$ cat src/rtl/gg_pkg.sv
`default_nettype none
// +--------------------------------------------------------------------------+
// | Module      : gg_pkg                                                     |
// | Description : Shared types and constants for the macroblock sequencer:   |
// |               component-index enum, per-macroblock job counts and the    |
// |               block tag carried alongside each job.                      |
// | Revision    : 1.0 - initial release                                      |
// +--------------------------------------------------------------------------+
package gg_pkg;

   // Component index carried with every block job.
   typedef enum logic [2:0] {
      LUMA   = 3'd0,
      ACLUMA = 3'd1,
      CB     = 3'd2,
      CR     = 3'd3,
      DCCB   = 3'd4,
      DCCR   = 3'd5,
      DCY    = 3'd6
   } gg_cidx_e;

   // Jobs per macroblock (intra16x16 adds the luma DC job up front).
   localparam logic [4:0] MB_JOBS_I16 = 5'd27;
   localparam logic [4:0] MB_JOBS_N   = 5'd26;

   typedef struct packed {
      gg_cidx_e   cidx;
      logic [3:0] bidx;
      logic       last;
   } gg_tag_t;

   localparam int TAG_W = $bits(gg_tag_t);

endpackage
`default_nettype wire

$ cat src/rtl/gg_job_order.sv
`default_nettype none
// +--------------------------------------------------------------------------+
// | Module      : gg_job_order                                               |
// | Description : Combinational map from (i16, sequence index) to the block  |
// |               tag in H.264 coding order.                                 |
// |   i_i16  in  1  intra16x16 macroblock                                    |
// |   i_seq  in  5  job sequence index                                       |
// |   o_tag  out    {cidx, bidx, last} for that job                          |
// | Revision    : 1.0 - initial release                                      |
// +--------------------------------------------------------------------------+
module gg_job_order
   import gg_pkg::*;
(
   input  logic       i_i16,
   input  logic [4:0] i_seq,
   output gg_tag_t    o_tag
);

   // Position within the common luma/dc/chroma order; in i16 mode the leading
   // DCY job shifts everything else up by one.
   logic [4:0] w_j;

   always_comb begin
      o_tag = '{cidx: LUMA, bidx: 4'd0, last: 1'b0};
      w_j   = i_i16 ? (i_seq - 5'd1) : i_seq;

      if (i_i16 && (i_seq == 5'd0)) begin
         o_tag.cidx = DCY;
      end else if (w_j < 5'd16) begin
         o_tag.cidx = i_i16 ? ACLUMA : LUMA;
         o_tag.bidx = w_j[3:0];
      end else if (w_j == 5'd16) begin
         o_tag.cidx = DCCB;
      end else if (w_j == 5'd17) begin
         o_tag.cidx = DCCR;
      end else if (w_j < 5'd22) begin
         o_tag.cidx = CB;
         o_tag.bidx = 4'(w_j - 5'd18);
      end else begin
         o_tag.cidx = CR;
         o_tag.bidx = 4'(w_j - 5'd22);
      end

      o_tag.last = (i_seq == (i_i16 ? (MB_JOBS_I16 - 5'd1) : (MB_JOBS_N - 5'd1)));
   end

endmodule
`default_nettype wire

$ cat src/rtl/gg_mb_sequencer.sv
`default_nettype none
// +--------------------------------------------------------------------------+
// | Module      : gg_mb_sequencer                                            |
// | Description : Issues one macroblock's 4x4 block jobs in coding order     |
// |               under a valid/ready handshake, tracks their tags through   |
// |               the fixed-latency datapath and emits result tags, state    |
// |               enables and the macroblock done/nc_update pulse.           |
// |   clk, reset (async, active-high)                                        |
// |   start, i16, abv/left_out_of_pic_in, abort       : controller side      |
// |   issue_valid/ready, issue_cidx/bidx               : job issue           |
// |   abv/left_out_of_pic                              : held edge flags     |
// |   res_valid/cidx/bidx/last, state_en, nc_update    : result side         |
// |   busy, done                                       : status              |
// | Revision    : 1.0 - initial release                                      |
// +--------------------------------------------------------------------------+
module gg_mb_sequencer
   import gg_pkg::*;
#(
   parameter int PIPE_LAT = 2   // legal range 1..8
) (
   input  logic       clk,
   input  logic       reset,
   input  logic       start,
   input  logic       i16,
   input  logic       abv_out_of_pic_in,
   input  logic       left_out_of_pic_in,
   input  logic       abort,
   input  logic       issue_ready,
   output logic       issue_valid,
   output logic [2:0] issue_cidx,
   output logic [3:0] issue_bidx,
   output logic       abv_out_of_pic,
   output logic       left_out_of_pic,
   output logic       res_valid,
   output logic [2:0] res_cidx,
   output logic [3:0] res_bidx,
   output logic       res_last,
   output logic       state_en,
   output logic       nc_update,
   output logic       busy,
   output logic       done
);

   localparam logic [1:0] ST_IDLE  = 2'd0;
   localparam logic [1:0] ST_ISSUE = 2'd1;
   localparam logic [1:0] ST_DRAIN = 2'd2;

   // One pipe stage is {valid, tag}; stage 0 sits in the low bits.
   localparam int STG_W  = TAG_W + 1;
   localparam int PIPE_W = PIPE_LAT * STG_W;

   logic [1:0]        state_q, state_d;
   logic [4:0]        seq_q,   seq_d;
   logic              i16_q,   i16_d;
   logic              abv_q,   abv_d;
   logic              left_q,  left_d;
   logic [PIPE_W-1:0] pipe_q,  pipe_d;

   gg_tag_t           w_tag;
   logic              w_xfer;
   logic [STG_W-1:0]  w_out;
   gg_tag_t           w_res_tag;
   logic              w_res_valid;
   logic              w_mb_done;

   gg_job_order u_job_order (
      .i_i16 (i16_q),
      .i_seq (seq_q),
      .o_tag (w_tag)
   );

   assign issue_valid = (state_q == ST_ISSUE);
   assign w_xfer      = issue_valid && issue_ready;
   assign issue_cidx  = issue_valid ? 3'(w_tag.cidx) : 3'd0;
   assign issue_bidx  = issue_valid ? w_tag.bidx : 4'd0;

   // Invalid stages are loaded with zeros, so the result tag reads 0 whenever
   // no result is present.
   assign w_out       = pipe_q[PIPE_W-1 -: STG_W];
   assign w_res_valid = w_out[STG_W-1];
   assign w_res_tag   = gg_tag_t'(w_out[TAG_W-1:0]);

   assign res_valid   = w_res_valid;
   assign res_cidx    = 3'(w_res_tag.cidx);
   assign res_bidx    = w_res_tag.bidx;
   assign res_last    = w_res_tag.last;
   assign state_en    = w_res_valid;

   // A flush in the same cycle as the final result suppresses completion.
   assign w_mb_done   = w_res_valid && w_res_tag.last && !abort;
   assign done        = w_mb_done;
   assign nc_update   = w_mb_done;

   assign busy            = (state_q != ST_IDLE);
   assign abv_out_of_pic  = abv_q;
   assign left_out_of_pic = left_q;

   // Tag pipe: shift every cycle, new stage 0 from the issue transfer; the
   // size cast drops the oldest stage.
   always_comb begin
      if (abort) begin
         pipe_d = '0;
      end else begin
         pipe_d = PIPE_W'({pipe_q, w_xfer, (w_xfer ? w_tag : gg_tag_t'('0))});
      end
   end

   always_comb begin
      state_d = state_q;
      seq_d   = seq_q;
      i16_d   = i16_q;
      abv_d   = abv_q;
      left_d  = left_q;

      if (abort) begin
         state_d = ST_IDLE;
         seq_d   = 5'd0;
      end else begin
         case (state_q)
            ST_IDLE: begin
               if (start) begin
                  state_d = ST_ISSUE;
                  seq_d   = 5'd0;
                  i16_d   = i16;
                  abv_d   = abv_out_of_pic_in;
                  left_d  = left_out_of_pic_in;
               end
            end
            ST_ISSUE: begin
               if (w_xfer) begin
                  if (w_tag.last) begin
                     state_d = ST_DRAIN;
                     seq_d   = 5'd0;
                  end else begin
                     seq_d = seq_q + 5'd1;
                  end
               end
            end
            ST_DRAIN: begin
               if (w_res_valid && w_res_tag.last) begin
                  state_d = ST_IDLE;
               end
            end
            default: state_d = ST_IDLE;
         endcase
      end
   end

   always_ff @(posedge clk or posedge reset) begin
      if (reset) begin
         state_q <= ST_IDLE;
         seq_q   <= 5'd0;
         i16_q   <= 1'b0;
         abv_q   <= 1'b0;
         left_q  <= 1'b0;
         pipe_q  <= '0;
      end else begin
         state_q <= state_d;
         seq_q   <= seq_d;
         i16_q   <= i16_d;
         abv_q   <= abv_d;
         left_q  <= left_d;
         pipe_q  <= pipe_d;
      end
   end

endmodule
`default_nettype wire

$ cat config.mk
export PLATFORM = sky130hd
export DESIGN_NAME = gg_mb_sequencer
export DESIGN_NICKNAME = d
export VERILOG_FILES = /design/src/rtl/gg_pkg.sv /design/src/rtl/gg_job_order.sv /design/src/rtl/gg_mb_sequencer.sv
export SDC_FILE = /design/constraint.sdc
export NUM_CORES = 1
export LEC_CHECK = 0
export ABC_CLOCK_PERIOD_IN_PS = 5500
export BUFFER_PORTS_ARGS = -buffer_cell sky130_fd_sc_hd__buf_2
export CORE_AREA = 3 3 58 60
export DETAILED_ROUTE_END_ITERATION = 10
export DIE_AREA = 0 0 61 63
export HOLD_SLACK_MARGIN = 0.05
export PLACE_DENSITY = 0.81
export SYNTH_ARGS = -nofsm -noshare
export SYNTH_HDL_FRONTEND = slang
export SYNTH_HIERARCHICAL = 1
export SYNTH_SLANG_ARGS = --single-unit
$ cat constraint.sdc
create_clock -name clk -period 5.5 [get_ports clk]
set_input_delay 1.65 -clock clk [delete_from_list [all_inputs] [get_ports clk]]
set_output_delay 1.65 -clock clk [all_outputs]
set_load 0.1 [all_outputs]
==> results by group <==
Clocking
  • CTS-repair resized insts: 0
  • # hold bufs at CTS: 0
  • Clk Latency, worst-skew pair: approximately 330 ps
  • Root Buffer: clkbuf_4
  • Number of CTS-inserted buffers: 3
  • CTS H-tree depth: 1
  • Clock Path Buffers: 2
  • CTS tree: built
  • Post-CTS setup buffers: 0
  • Clock sinks: 28
  • Clock slew at reported path FFs: about 150 ps

Timing
  • Fin Clk Skew: between 0.8 and 0.9 ps
  • Fmax: approximately 200 MHz
  • Hold WS: 480 ps
  • Fin. max-slew vios: 0
  • Setup TNS Final: 0 ps
  • Minimum clock period after layout: 5040 ps
  • Fin worst setup slack: 457 ps
  • Final Hold Viols: 0
  • Slew headroom: 0.340
  • Worst-margin pin slew: around 990 ps
  • Final setup violation count: 0
  • RSZ-0062 raised after global routing: no
  • Period utilization: 0.917

Global routing
  • Grt ovf: 0
  • Pin count of the biggest net entering global routing: 29
  • Antenna violations before repair: 0
  • Vias in the first global route: 1,159
  • First-pass GRT wire length: 5130 microns
  • Gr usage total: 0.175

Setup path
  • Critical Path End Type: output port
  • CP Launch Type: register
  • WP data required: between 3000 and 4000 ps
  • Setup CP Type: register to output port
  • Critical path arrival: about 3400 ps
  • Max FO, Critical Path: 12

Synth
  • Mapped cell area: 1670 sq um
  • Sequential area share after synthesis: 0.419
  • Cells after synthesis: roughly 170
  • Syn avg cell area: 10.1 sq um
  • Yosys warns: 6
  • #FFs+latches synth: 28
  • Yosys cell types: 44
  • Post-synthesis net count: 176

Route
  • Drt total wl: 3000 microns
  • DR pass1 iterations: 4
  • Drt wl/cell: 14.0 microns
  • Total number of vias: between 1,000 and 1,500
  • Via/cell ratio: 5.73
  • Detailed Route Iter0 Violations: 78
  • DRT antenna net count: 0
  • Drt drc: 0

Placement
  • Port-buffer cells: 30
  • GPL Wtd Cong: 0.921
  • Cell Area, Placed: ~1700 sq um
  • Post-DP HPWL: around 2300 microns
  • DP Worst Slack: 863 ps

Die
  • Full die area: 3840 sq um
  • CORE AREA: 2980 sq um
  • Initial Utilization: 0.562
  • Core Rows: 20
  • Ports: 31
  • Horiz. Die Dim: 61 microns
  • DIE HEIGHT: 63 microns

Layout
  • Ant diodes: 0
  • Post-Layout Inst Area: 1780 sq um
  • # nets final: 194
  • Final Util: 0.599
  • Share of cells above drive strength 1: 0.253
  • Synthesis-to-layout area growth: 6.50%

Pwr
  • Cell Pwr Density: 293 nW/um^2
  • Maximum VDD drop: 0.150 mV
  • Leak pwr: 0.860 nW

Run
  • Max Cap Viol: 0

Outcome
  • Status: complete, no violations

Worst hold path
  • HP Class: register to register
==> registers in the layout, summed over array words and instances, names as in the netlist <==
| name | cells |
|---|---|
| pipe_q | 18 |
| left_out_of_pic | 1 |
| i16_q | 1 |
| abv_out_of_pic | 1 |
| seq_q | 5 |
| state_q | 2 |
==> worst max-delay path, cell delays in order, from the launching register on <==
cell	delay (ps)
dfrtp_1	630
inv_1	100
ha_1	240
nor3b_2	200
nor2b_1	220
o21ai_0	120
o22a_1	240
fa_1	410
nor2_1	100
nand4b_1	110
nand3_1	140
and2_1	130
buf_2	420
==> per-stage QoR <==
stage | power, mW | std cells
after CTS | 0.523 | 215
after global routing | 0.548 | 215
after detailed placement | 0.391 | 211
final | 0.522 | 215
after global placement | 0.385 | 211
after floorplan | 0.368 | 165
==> cell usage in the layout, fill, tap and decap left out, types with 2 or more instances in the layout <==
cell type	instances
inv_1	10
clkbuf_4	3
and2_1	16
ha_1	2
a21oi_1	9
o211ai_1	2
mux2_1	3
o21ai_0	2
dfrtp_1	28
nand4b_1	2
xnor2_1	2
nand3_1	7
a31oi_1	7
o31ai_1	2
mux2i_1	4
nand2_1	7
nand2b_1	2
nor2b_1	12
nor2_1	5
nor4b_4	2
nor3_1	5
buf_2	30
==> per-layer routing <==
layer  GRT usage  wire [microns]  up-vias
met5           0               0        -
met4      0.0650              49        0
met3      0.0331             159        6
met2       0.309            1640       48
met1       0.200            1160      592
li1            -               -      587
==> cell families after synthesis <==
logic type / share of synthesized area
adder cells (fa/ha/maj): 0.0269
XOR/XNOR: 0.0202
multiplexers: 0.0441
AND/OR/NAND/NOR: 0.279
flip-flops: 0.419
buffers and inverters: 0.103
AO/OA/AOI/OAI: 0.108
==> cell type report <==
cell class                      count  area [sq um]
Tap cell                           33          41.3
Clock buffer                        3          22.5
Inverter                           10          37.5
Sequential cell                    28           701
Timing Repair Buffer               30           150
Clock inverter                      1          30.0
Multi-Input combinational cell    110           801
Fill cell                         254          1190
==> cells in the mapped netlist, drive strengths merged <==
cell type / number / area, sq um
nor4b: 3 / 62.6
nor2b: 12 / 75.1
buf: 15 / 123
nor3b: 2 / 20.0
and3: 1 / 6.26
o211ai: 3 / 27.5
xnor2: 2 / 17.5
o22a: 1 / 8.76
and2: 16 / 100
nor2: 6 / 25.0
xor2: 1 / 16.3
or3: 1 / 6.26
inv: 10 / 37.5
nand2: 7 / 26.3
a31oi: 7 / 43.8
mux2: 3 / 33.8
nand4: 1 / 6.26
a21oi: 9 / 45.0
fa: 1 / 20.0
nand3: 8 / 45.0
or2: 1 / 6.26
nor3: 5 / 25.0
o31ai: 2 / 15.0
dfrtp: 28 / 701
nor4bb: 1 / 25.0
nand3b: 1 / 7.51
o21ai: 4 / 23.8
o21bai: 1 / 11.3
ha: 2 / 25.0
clkbuf: 1 / 3.75
nand2b: 2 / 12.5
dlygate4sd1: 1 / 8.76
nand4b: 2 / 17.5
o22ai: 1 / 6.26
mux2i: 4 / 40.0
==> final timing paths <==
kind / from / end / slack [ps] / cells past startpoint
worst max-delay path: seq_q[1] / issue_bidx[3] / 460 / 12
worst min-delay path: pipe_q[3] / pipe_q[12] / 480 / 1
worst max register to register: seq_q[1] / pipe_q[4] / 2770 / 10
worst min register to register: pipe_q[3] / pipe_q[12] / 480 / 1
max in group asynchronous: reset / pipe_q[4] / 3390 / 2
min in group asynchronous: reset / pipe_q[17] / 1520 / 2
==> power by group <==
| part | leakage (nW) | total, mW | internal, mW | switching [mW] |
|---|---|---|---|---|
| clock | 0.0279 | 0.135 | 0.0738 | 0.0615 |
| combinational | 0.450 | 0.162 | 0.0440 | 0.118 |
| sequential | 0.382 | 0.224 | 0.213 | 0.0111 |
| total | 0.860 | 0.522 | 0.331 | 0.191 |
(Power assumes the default switching activity.)
